[config.mk]
export PLATFORM = sky130hd
export DESIGN_NAME = if_nco_synth
export DESIGN_NICKNAME = d
export VERILOG_FILES = /design/src/rtl/if_nco_synth.sv
export SDC_FILE = /design/constraint.sdc
export NUM_CORES = 1
export LEC_CHECK = 0
export ABC_AREA = 1
export ABC_CLOCK_PERIOD_IN_PS = 2700
export BUFFER_PORTS_ARGS = -buffer_cell sky130_fd_sc_hd__clkbuf_2
export CORE_MARGIN = 2
export CORE_UTILIZATION = 61
export CTS_CLUSTER_SIZE = 30
export DETAILED_ROUTE_END_ITERATION = 8
export PLACE_DENSITY = 0.91
export SYNTH_ARGS = -nofsm -noshare
export SYNTH_HDL_FRONTEND = slang
export SYNTH_SLANG_ARGS = --single-unit
[constraint.sdc]
create_clock -name clk -period 2.7 [get_ports clk]
set_input_delay 0.54 -clock clk [delete_from_list [all_inputs] [get_ports clk]]
set_output_delay 0.54 -clock clk [all_outputs]
set_load 0.1 [all_outputs]
[src/rtl/if_nco_synth.sv]
// Multiphase IF local-oscillator NCO: phase accumulator decoded to a one-hot switch drive,
// glitch-free retune at accumulator wrap. Optional decode dither: define IF_NCO_DITHER_EN.
module if_nco_synth #(
    parameter int unsigned ACC_W      = 32,
    parameter int unsigned FTW_W      = 32,
    parameter int unsigned PHASES     = 4,
    parameter int unsigned SETTLE_CYC = 16,
    parameter int unsigned DITHER_W   = 4
) (
    input  logic                      clk,
    input  logic                      reset_n,
    input  logic [FTW_W-1:0]          freq_word,
    input  logic                      freq_strobe,
    output logic [PHASES-1:0]         phase_out,
    output logic [$clog2(PHASES)-1:0] phase_idx,
    output logic                      wrap_tick,
    output logic                      busy,
    output logic                      locked
);
    localparam int unsigned IDX_W = $clog2(PHASES);
    localparam int unsigned CNT_W = (SETTLE_CYC > 0) ? $clog2(SETTLE_CYC + 1) : 1;

    if (PHASES < 2 || (PHASES & (PHASES - 1)) != 0 || FTW_W > ACC_W ||
        DITHER_W < 1 || DITHER_W > 16) begin : g_param_check
        $error("if_nco_synth: illegal parameter combination");
    end

    typedef enum logic [1:0] {StIdle, StPending, StSettle, StLocked} state_e;

    state_e             r_state, w_state_d;
    logic [ACC_W-1:0]   r_acc;
    logic [ACC_W-1:0]   w_acc_next;
    logic [ACC_W:0]     w_sum;
    logic               w_carry;
    logic               w_apply;
    logic [FTW_W-1:0]   r_ftw_active, w_ftw_active_d;
    logic [FTW_W-1:0]   r_ftw_pending, w_ftw_pending_d;
    logic [CNT_W-1:0]   r_settle_cnt, w_settle_cnt_d;
    logic [IDX_W-1:0]   w_dec_idx;
    logic [PHASES-1:0]  r_phase_out;
    logic [IDX_W-1:0]   r_phase_idx;
    logic               r_wrap_tick;
    logic               r_busy;
    logic               r_locked;

    assign w_sum      = {1'b0, r_acc} + (ACC_W + 1)'(r_ftw_active);
    assign w_carry    = w_sum[ACC_W];
    assign w_acc_next = w_sum[ACC_W-1:0];
    // A zero active word never wraps, so a retune out of a frozen phase must not wait.
    assign w_apply    = (r_state == StPending) && (w_carry || (r_ftw_active == '0));

`ifdef IF_NCO_DITHER_EN
    logic [15:0] r_lfsr;
    logic [15:0] w_lfsr_next;

    assign w_lfsr_next = {r_lfsr[14:0], r_lfsr[15] ^ r_lfsr[13] ^ r_lfsr[12] ^ r_lfsr[10]};
    // Dither perturbs only the decoded phase; the accumulator itself stays exact.
    assign w_dec_idx   = IDX_W'((w_acc_next + ACC_W'(w_lfsr_next[DITHER_W-1:0]))
                                >> (ACC_W - IDX_W));

    always_ff @(posedge clk or negedge reset_n) begin
        if (!reset_n) begin
            r_lfsr <= 16'hACE1;
        end else begin
            r_lfsr <= w_lfsr_next;
        end
    end
`else
    assign w_dec_idx = w_acc_next[ACC_W-1 -: IDX_W];
`endif

    always_comb begin
        w_state_d       = r_state;
        w_ftw_active_d  = r_ftw_active;
        w_ftw_pending_d = r_ftw_pending;
        w_settle_cnt_d  = r_settle_cnt;
        unique case (r_state)
            StIdle, StLocked: begin
                if (freq_strobe) begin
                    w_ftw_pending_d = freq_word;
                    w_state_d       = StPending;
                end
            end
            StPending: begin
                if (w_apply) begin
                    w_ftw_active_d = r_ftw_pending;
                    w_settle_cnt_d = CNT_W'(SETTLE_CYC);
                    w_state_d      = StSettle;
                end
                if (freq_strobe) begin
                    w_ftw_pending_d = freq_word;
                    w_state_d       = StPending;
                end
            end
            StSettle: begin
                if (freq_strobe) begin
                    w_ftw_pending_d = freq_word;
                    w_state_d       = StPending;
                end else if (r_settle_cnt == '0) begin
                    w_state_d = StLocked;
                end else begin
                    w_settle_cnt_d = r_settle_cnt - 1'b1;
                end
            end
            default: w_state_d = StIdle;
        endcase
    end

    always_ff @(posedge clk or negedge reset_n) begin
        if (!reset_n) begin
            r_state       <= StIdle;
            r_acc         <= '0;
            r_ftw_active  <= '0;
            r_ftw_pending <= '0;
            r_settle_cnt  <= '0;
            r_phase_out   <= PHASES'(1);
            r_phase_idx   <= '0;
            r_wrap_tick   <= 1'b0;
            r_busy        <= 1'b0;
            r_locked      <= 1'b0;
        end else begin
            r_state       <= w_state_d;
            r_acc         <= w_acc_next;
            r_ftw_active  <= w_ftw_active_d;
            r_ftw_pending <= w_ftw_pending_d;
            r_settle_cnt  <= w_settle_cnt_d;
            r_phase_out   <= PHASES'(1) << w_dec_idx;
            r_phase_idx   <= w_dec_idx;
            r_wrap_tick   <= w_carry;
            r_busy        <= (w_state_d == StPending) || (w_state_d == StSettle);
            r_locked      <= (w_state_d == StLocked);
        end
    end

    assign phase_out = r_phase_out;
    assign phase_idx = r_phase_idx;
    assign wrap_tick = r_wrap_tick;
    assign busy      = r_busy;
    assign locked    = r_locked;

endmodule

# Word-level counts from Yosys, hierarchy flattened
# Cells that the tools add are included.
[word_totals] mem_bits_ro=0 latchBits=0 mem_count=0 word_cells=46 out_inout_bits=9 regBits=112 ramBits=0
[op_classes] n_reduce_logical=11 eq_ne=10 order_cmp=0 n_mux=12 add_sub_neg=2 multipliers=0 bitwise=0 n_shift=1 div=0
[ops] op="32-bit two-way mux" n=2
[ops] op="32-bit by 32-bit adder with 33-bit output" n=1
[ops] op="32-bit logical NOT" n=1
[ops] op="5-bit two-way mux" n=3
[ops] op="2-bit two-way mux" n=5
[ops] op="5-bit one-hot mux with 2 select lines" n=1
[ops] op="2-bit equality test, second input constant" n=4
[ops] op="2-bit inequality test, second input constant" n=3
[ops] op="2-bit one-hot mux with 3 select lines" n=1
[ops] op="5-bit logical NOT" n=1
[ops] op="5-bit by 1-bit subtractor with 5-bit output, second input constant" n=1
[ops] op="2-bit by 1-bit equality test with 1-bit output, second input constant" n=2
[ops] op="4-bit AND reduction" n=1
[ops] op="4-bit OR reduction" n=1
[ops] op="1-bit by 2-bit << shifter with 4-bit output, first input constant" n=1
[ops] op="2-bit logical NOT" n=1
[ops] op="1-bit logical OR" n=2
[ops] op="2-bit by 1-bit inequality test with 1-bit output, second input constant" n=1
[ops] op="2-bit AND reduction" n=1
[ops] op="2-bit nonzero test" n=1
[ops] op="2-bit OR reduction" n=1
[ops] op="1-bit logical AND" n=1

# Longest topological paths before layout
# Gate-level depths: netlist of the first run.
[depth] word_depth=8 depth_mapped=15 ltp_nobuf=14

# Worst setup path after synthesis of the first run
# No wires, ideal clock.
[synth_path] kind="flip-flop to flip-flop" from="register r_ftw_active[0]" to="register r_busy, in the netlist busy" arrival_time_ps=2183 path_stages_with_launch=15 setup_slack_ps=391 period_less_slack_ps=2309 cell_sequence="dfrtp_1 ha_1 fa_1 nand2_1 nand2_1 nand3_1 nand2_2 nand2_1 nand2_2 nand2_2 nand3_2 nand2_2 buf_2 a21oi_1 ha_1"
[synth_between] elab_chain_cells=8 word_cells_on_any_way=10 classes_between="add/sub: 1; eq/ne: 2; mux: 3; reduce/logical: 4"
[synth_rtl] item="start, declared" line="36" source="logic [FTW_W-1:0] r_ftw_active, w_ftw_active_d;"
[synth_rtl] item="start signal, assigned" line="124" source="r_ftw_active <= w_ftw_active_d;"
[synth_rtl] item="32-bit by 32-bit adder with 33-bit output / 32-bit logical NOT (equally long branches)" line="46, 50"
[synth_rtl] item="1-bit logical OR *" line="50" source="assign w_apply = (r_state == StPending) && (w_carry || (r_ftw_active == '0));"
[synth_rtl] item="1-bit logical AND *" line="50"
[synth_rtl] item="2-bit two-way mux *" line="85" source="if (w_apply) begin"
[synth_rtl] item="2-bit two-way mux *" line="90" source="if (freq_strobe) begin"
[synth_rtl] item="2-bit one-hot mux with 3 select lines *" line="77" source="unique case (r_state)"
[synth_rtl] item="2-bit by 1-bit equality test with 1-bit output / 2-bit equality test (equally long branches)" line="130" source="r_busy <= (w_state_d == StPending) || (w_state_d == StSettle);"
[synth_rtl] item="1-bit logical OR *" line="130"
[synth_rtl] item="end signal, assigned" line="130"
[synth_rtl] item="end, declared" line="43" source="logic r_busy;"
# Every way passes the cells marked *; elsewhere a longest branch is shown, timed or not.
# A chain may end at the register's enable or synchronous reset.

# Final worst setup path of the first run
[layout_path] from="register r_ftw_active[0]" to="register r_ftw_active[1]"
[layout_between] elab_chain_cells=4 word_cells_on_any_way=5 classes_between="add/sub: 1; reduce/logical: 4"
[layout_rtl] item="32-bit by 32-bit adder with 33-bit output / 32-bit logical NOT (equally long branches)" line="46, 50"
[layout_rtl] item="1-bit logical OR *" line="50"
[layout_rtl] item="1-bit logical AND *" line="50"
[layout_rtl] item="2-bit AND reduction (no line) *"
# Marked as above.

==> results of run 1 <==
==> Yosys cell counts, types with 3 or more instances <==
library cell	instances
nand2_1	195
dfrtp_1	109
inv_1	87
nor2_1	69
ha_1	38
o21ai_0	38
a21oi_1	33
nand3_1	26
o21ai_2	20
o21ai_1	17
xor2_1	17
nand2_2	14
o21bai_1	12
nand4_1	10
nor3_1	7
xnor2_1	7
a21o_1	6
clkbuf_1	6
buf_6	5
a21boi_0	3
and2_1	3
==> critical path, cell delays in order (launching register included) <==
cell	delay (ps)
dfrtp_1	430
ha_1	230
fa_1	410
nand2_1	70
nand2_1	80
nand3_1	110
nand2_2	90
nand2_1	90
nand2_2	100
nand2_2	110
nand3_2	80
nand2_2	120
buf_12	240
nand2_1	120
o21ai_2	80
==> routing by layer <==
metal,part of all wire (%),vias to the layer above,wire [um]
li1,-,2480,-
met1,43,2439,5800
met2,49,185,6630
met3,6.3,28,862
met4,2.1,0,288
met5,0,-,0
==> stage by stage <==
step | area (um2) | utilization (%) | hold slack [ps] | setup slack [ps]
floorplan | 6130 | - | 244 | 391
global placement | 6480 | 66.3 | 464 | 465
finish | 6680 | 68.3 | 99.9 | 240
CTS | 6680 | 68.3 | 114 | 252
detailed placement | 6480 | 66.3 | 471 | 334
global route | 6680 | 68.3 | 128 | 52.1
==> area by class of cell <==
cell class / count / share of cell area, %
inverter: 90 / 5.06
sequential: 110 / 41.2
timing repair buffer: 50 / 4.42
tap: 133 / 2.49
clock inverter: 6 / 1.01
multi-input combinational: 529 / 43.9
clock buffer: 10 / 1.91
==> cell families (layout without fill, tap and decap cells) <==
logic type | after synthesis | count (layout) | share of synthesized area, %
DFF | 110 | 110 | 45.0
adders and majority gates | 39 | 39 | 8.09
buffers and inverters | 105 | 156 | 7.21
and+or+nand+nor | 332 | 332 | 22.7
AOI/OAI and AO/OA | 134 | 134 | 13.6
xor gates and xnor gates | 24 | 24 | 3.43
==> path summary, 6_finish.rpt <==
kind | start | to | slack, ps
min reg2reg | r_settle_cnt[1] | r_settle_cnt[1] | 520
max reg2reg | r_ftw_active[0] | r_ftw_active[1] | 240
max in group asynchronous | reset_n | phase_out[0] | 1820
min in group clk | freq_word[22] | r_ftw_pending[22] | 350
max | r_ftw_active[0] | r_ftw_active[1] | 240
min | reset_n | r_ftw_pending[2] | 100
==> registers in the layout, indices dropped and copies added, names as in the netlist <==
register,flops
r_settle_cnt,5
busy,1
locked,1
r_ftw_pending,32
wrap_tick,1
phase_out,4
r_ftw_active,32
r_state,2
phase_idx,1
r_acc,31
==> cell usage in the layout (no fill, tap or decap), drive strengths merged, types with 2 or more instances in the layout <==
cell type / instances
nand3: 27
buf: 8
a21boi: 3
o21bai: 12
xnor2: 7
and2: 3
or2: 2
a21oi: 34
dfrtp: 109
nor2: 70
o21ai: 75
o21a: 2
nand2: 209
nand4: 10
inv: 91
xor2: 17
nand3b: 2
clkinv: 2
clkbuf: 52
nor3: 7
a21o: 6
clkinvlp: 2
ha: 38
==> results.txt, run 1 <==
----------------------------------------------------
[Outcome]
  Outcome ... complete, no violations

[Floorplan]
  Core Area ... 0.00977 mm2
  Width of the die ... 104 um
  Die area ... 0.0109 mm2
  Effective utilization at floorplan ... 62.7%
  Number of top-level pins ... 44
  Number of rows in the core area ... 36
  Die span in y ... 104 um

[Drt]
  Post-DR wirelength/cell ... 14.6 um
  Vias/cell ... 5.53
  Final routed wirelength across all metal layers ... 13600 um
  DRC marker count from the first detailed-route iteration ... 497
  Detail Route Antenna Nets ... 0
  Pre-Repair DR Iteration Count ... 5
  Total vias in the final route ... 5132
  DRC violations left ... 0

[CTS]
  Clk_lat worst skew ... 390 ps
  Worst-path clk slew ... 110 ps
  Clock tree sinks ... 110
  CTS HTree Levels ... 3
  Number of hold buffers added after CTS ... 0
  Post-CTS sizing ... 0
  Num CTS Buffers ... 9
  Clock tree root driver cell ... clkbuf_8
  Number of buffers added for setup after CTS ... 0
  Clock tree from TritonCTS ... built
  Clock buffer depth ... 2

[Job]
  Maxcap violations ... 0

[STA]
  Hold violation total from the final report ... 0
  Final worst clock skew ... 11.3 ps
  Final total negative setup slack ... 0 ps
  Worst rel slew slack ... 63.5%
  Max Fclk ... 0.407 GHz
  Setup violations, final ... 0
  Final worst-path cycle share ... 91.1%
  Minimum period implied by the final worst setup slack ... 2460 ps
  Worst Tran Pin Value ... 550 ps
  Max Transition Viols Final ... 0
  RSZ-0062 raised after global routing ... no

[Finish]
  Cell Count, Final, Fillers Out ... 928
  Final-layout fill cell count ... 713
  Area of all sequential standard cells ... 0.00275 mm2
  Area taken by multi-input logic gates ... 0.00293 mm2
  Antenna diode count ... 0
  Layout Nets ... 864
  Fraction of final layout cells with drive strength greater than 1 ... 13.6%
  Area Growth Syn to Fin ... 9.03%

[Synth]
  Share of synthesized flip-flops with an asynchronous set or reset ... 100%
  Mapped Nets ... 818
  Post-synthesis cell count ... 744
  Top post-synthesis cells by area ... dfrtp_1 45%, nand2_1 12%, ha_1 7.8%
  Number of enable-type register cells in the synthesized netlist ... 0
  Yosys top cell area share ... 44.5%
  Cell Area, Synth ... 0.00613 mm2
  Proportion of synthesized chip area in sequential cells ... 45.0%
  Seq cells post-synth ... 110
  Synth unique cells ... 38
  Warnings from Yosys ... 0
  Most instantiated flip-flop cell in the synthesis netlist ... dfrtp_1
  Post-synth top area cell ... dfrtp_1
  Average instance area after synthesis ... 8.23 um2

[GRT]
  GRT met1 Usage ... 34.9%
  Vias in the first global route ... 5121
  Met3 track demand over resource ... 4.26%
  Number of antenna violations at the first check in global routing ... 0
  Wire length of the first global-routing pass ... 23200 um
  Maximum number of pins on one net before global-route repair ... 75
  Busiest layer in global routing ... met2
  Total global routing overflow ... 0
  GR Util All Layers ... 26.5%
  Global-route met2 utilization ... 44.0%

[Setup path]
  Kind of capture point of the worst setup path ... register
  Critical Setup Path Class ... register to register
  R2R cell count ... 14
  CP required ... 3030 ps
  Worst-path fanout max ... 48
  Type of element launching the critical path ... register
  Data arrival time of the critical path ... 2790 ps

[Place]
  Number of buffers inserted by port buffering ... 43
  Placed wire-length estimate after detailed placement ... 10100 um
  Number of cells after detailed placement ... 912
  Placer's final routability congestion estimate ... 0.973

[Min path]
  Worst Hold Class ... input pin to asynchronous set/reset pin

----------------------------------------------------
Power of run 1 is not shown: default switching activity piles up to over one toggle a cycle in this logic, so the estimate is an artifact.
==> inputs of run 2 (changes only) <==
--- a/config.mk
+++ b/config.mk
@@ -7,12 +7,12 @@
 export LEC_CHECK = 0
 export ABC_AREA = 1
 export ABC_CLOCK_PERIOD_IN_PS = 2700
-export BUFFER_PORTS_ARGS = -buffer_cell sky130_fd_sc_hd__clkbuf_2
 export CORE_MARGIN = 2
-export CORE_UTILIZATION = 61
+export CORE_UTILIZATION = 64
 export CTS_CLUSTER_SIZE = 30
 export DETAILED_ROUTE_END_ITERATION = 8
-export PLACE_DENSITY = 0.91
+export DONT_BUFFER_PORTS = 1
+export PLACE_DENSITY = 0.9
 export SYNTH_ARGS = -nofsm -noshare
 export SYNTH_HDL_FRONTEND = slang
 export SYNTH_SLANG_ARGS = --single-unit
==> results.txt, run 2 (synthesis results as in run 1) <==
----------------------------------------------------
[Setup path]
  Kind of capture point of the worst setup path ... register
  R2R cell count ... 14 (unchanged)
  Data arrival time of the critical path ... 2750 ps (-40 ps)
  Type of element launching the critical path ... register
  Reg2reg end ... r_ftw_active[6]
  CP required ... 2990 ps (-40 ps)
  Worst-path fanout max ... 46 (-4.2%)
  Worst flop-to-flop path startpoint ... r_ftw_active[0]
  R2r setup slk ... 240 ps (about the same)
  Critical Setup Path Class ... register to register

[STA]
  Setup violations, final ... 0 (unchanged)
  Final total negative setup slack ... 0 ps (unchanged)
  RSZ-0062 raised after global routing ... no
  Max Transition Viols Final ... 0 (unchanged)
  Worst rel slew slack ... 37.1% (-26 points)
  Minimum hold slack ... -154 ps (-253 ps)
  Worst Tran Pin Value ... 944 ps (+394 ps)
  Final worst clock skew ... 14.0 ps (+2.73 ps)
  Max Fclk ... 0.407 GHz (about the same)
  Worst Slack Setup Final ... 242 ps (+1.84 ps)
  Final worst-path cycle share ... 91.0% (about the same)
  Hold violation total from the final report ... 109 (+109)
  Minimum period implied by the final worst setup slack ... 2460 ps (-1.84 ps)

[GRT]
  Total global routing overflow ... 0 (unchanged)
  GR Util All Layers ... 27.4% (+0.87 points)
  Wire length of the first global-routing pass ... 22300 um (-4.2%)
  Maximum number of pins on one net before global-route repair ... 111 (+48%)
  Number of antenna violations at the first check in global routing ... 0 (unchanged)
  Vias in the first global route ... 4788 (-6.5%)

[Floorplan]
  Effective utilization at floorplan ... 66.0% (+3.3 points)
  Number of rows in the core area ... 35 (-2.8%)
  Die area ... 0.0104 mm2 (-4.5%)
  Die span in y ... 102 um (-2.3%)
  Width of the die ... 102 um (-2.3%)
  Core Area ... 0.00928 mm2 (-5.0%)
  Number of top-level pins ... 44 (unchanged)

[Drt]
  Detail Route Antenna Nets ... 0 (unchanged)
  Post-DR wirelength/cell ... 14.8 um (+1.1%)
  WL met2 ... 6290 um (-5.1%)
  Sum of routed wire segments on met1 ... 5840 um (+0.69%)
  DRC marker count from the first detailed-route iteration ... 348 (-30%)
  DRC violations left ... 0 (unchanged)
  Total vias in the final route ... 4979 (-3.0%)
  Vias/cell ... 5.65 (+2.1%)
  Uppermost metal layer occupied by signal nets ... met4
  Detailed-routed wire length on met3 ... 652 um (-24%)
  Pre-Repair DR Iteration Count ... 5 (unchanged)
  Final routed wirelength across all metal layers ... 13000 um (-3.9%)

[CTS]
  Worst-path clk slew ... 110 ps (about the same)
  Clock buffer depth ... 2 (unchanged)
  Post-CTS sizing ... 0 (unchanged)
  Number of buffers added for setup after CTS ... 0 (unchanged)
  CTS HTree Levels ... 3 (unchanged)
  Clock tree from TritonCTS ... built
  Clock tree root driver cell ... clkbuf_8
  Clock tree sinks ... 110 (unchanged)
  Num CTS Buffers ... 9 (unchanged)
  Clk_lat worst skew ... 380 ps (about the same)

[Place]
  Setup WS pre-CTS ... 312 ps (-21.6 ps)
  Number of buffers inserted by port buffering ... 0 (-100%)
  Placed wire-length estimate after detailed placement ... 9740 um (-3.4%)
  Placer's final routability congestion estimate ... 0.945 (-2.9%)

[Job]
  Maxcap violations ... 0 (unchanged)

[Finish]
  Commonest non-fill, non-tap cell in the layout ... nand2_1
  Layout Nets ... 822 (-4.9%)
  Antenna diode count ... 0 (unchanged)
  Fraction of final layout cells with drive strength greater than 1 ... 8.90% (-4.7 points)
  Most frequent cells in the layout ... 195 x nand2_1, 109 x dfrtp_1, 87 x inv_1
  Area Growth Syn to Fin ... 5.39%
  Top flop regs ... r_ftw_active: 32 flops, r_ftw_pending: 32 flops, r_acc: 31 flops
  End-of-flow core utilization ... 69.5% (+1.2 points)
  Final-layout fill cell count ... 719 (+0.84%)

[Outcome]
  Violations in the final reports ... hold timing
  Outcome ... finished with violations

[Min path]
  Worst Hold Class ... input pin to asynchronous set/reset pin

----------------------------------------------------
run 2: area by class of cell:
cell class | count | area, um2 | area share (%)
flip-flops and latches | 110 | 2750 | 42.7
multi-input cells | 529 | 2930 | 45.4
repair buffers | 8 | 72.6 | 1.12
clock buffers | 10 | 138 | 2.13
clock inverters | 6 | 62.6 | 0.969
inverters | 90 | 338 | 5.23
well taps | 129 | 161 | 2.50
run 2: worst max-delay path: stages, from the launching register on:
cell,delay (ps)
dfrtp_1,420
ha_1,220
fa_1,410
nand2_1,80
nand2_1,80
nand3_1,110
nand2_2,80
nand2_1,80
nand2_2,90
nand2_2,100
nand3_2,70
nand2_2,120
buf_12,240
nand2_1,120
o21ai_1,120
run 2: metal layers:
metal / vias up / global-route usage (%)
li1: 2398 / -
met1: 2382 / 39.1
met2: 173 / 43.9
met3: 26 / 3.49
met4: 0 / 9.44
met5: - / 0
run 2: worst max path at each step:
stage | depth (start not counted) | end | from
global placement | 14 | r_ftw_active[0] | r_ftw_active[0]
detailed placement | 14 | r_ftw_active[6] | r_ftw_active[0]
floorplan | 14 | busy | r_ftw_active[0]
CTS | 14 | r_ftw_active[6] | r_ftw_active[0]
finish | 14 | r_ftw_active[6] | r_ftw_active[0]
global route | 14 | r_ftw_active[6] | r_ftw_active[0]
run 2: through the flow:
stage          instance area (um2)  instances
2_1_floorplan                 6130        744
5_1_grt                       6460        882
3_5_place_dp                  6260        866
6_report                      6460        882
3_3_place_gp                  6260        866
4_1_cts                       6460        882
Power of run 2 is left out for the same reason.
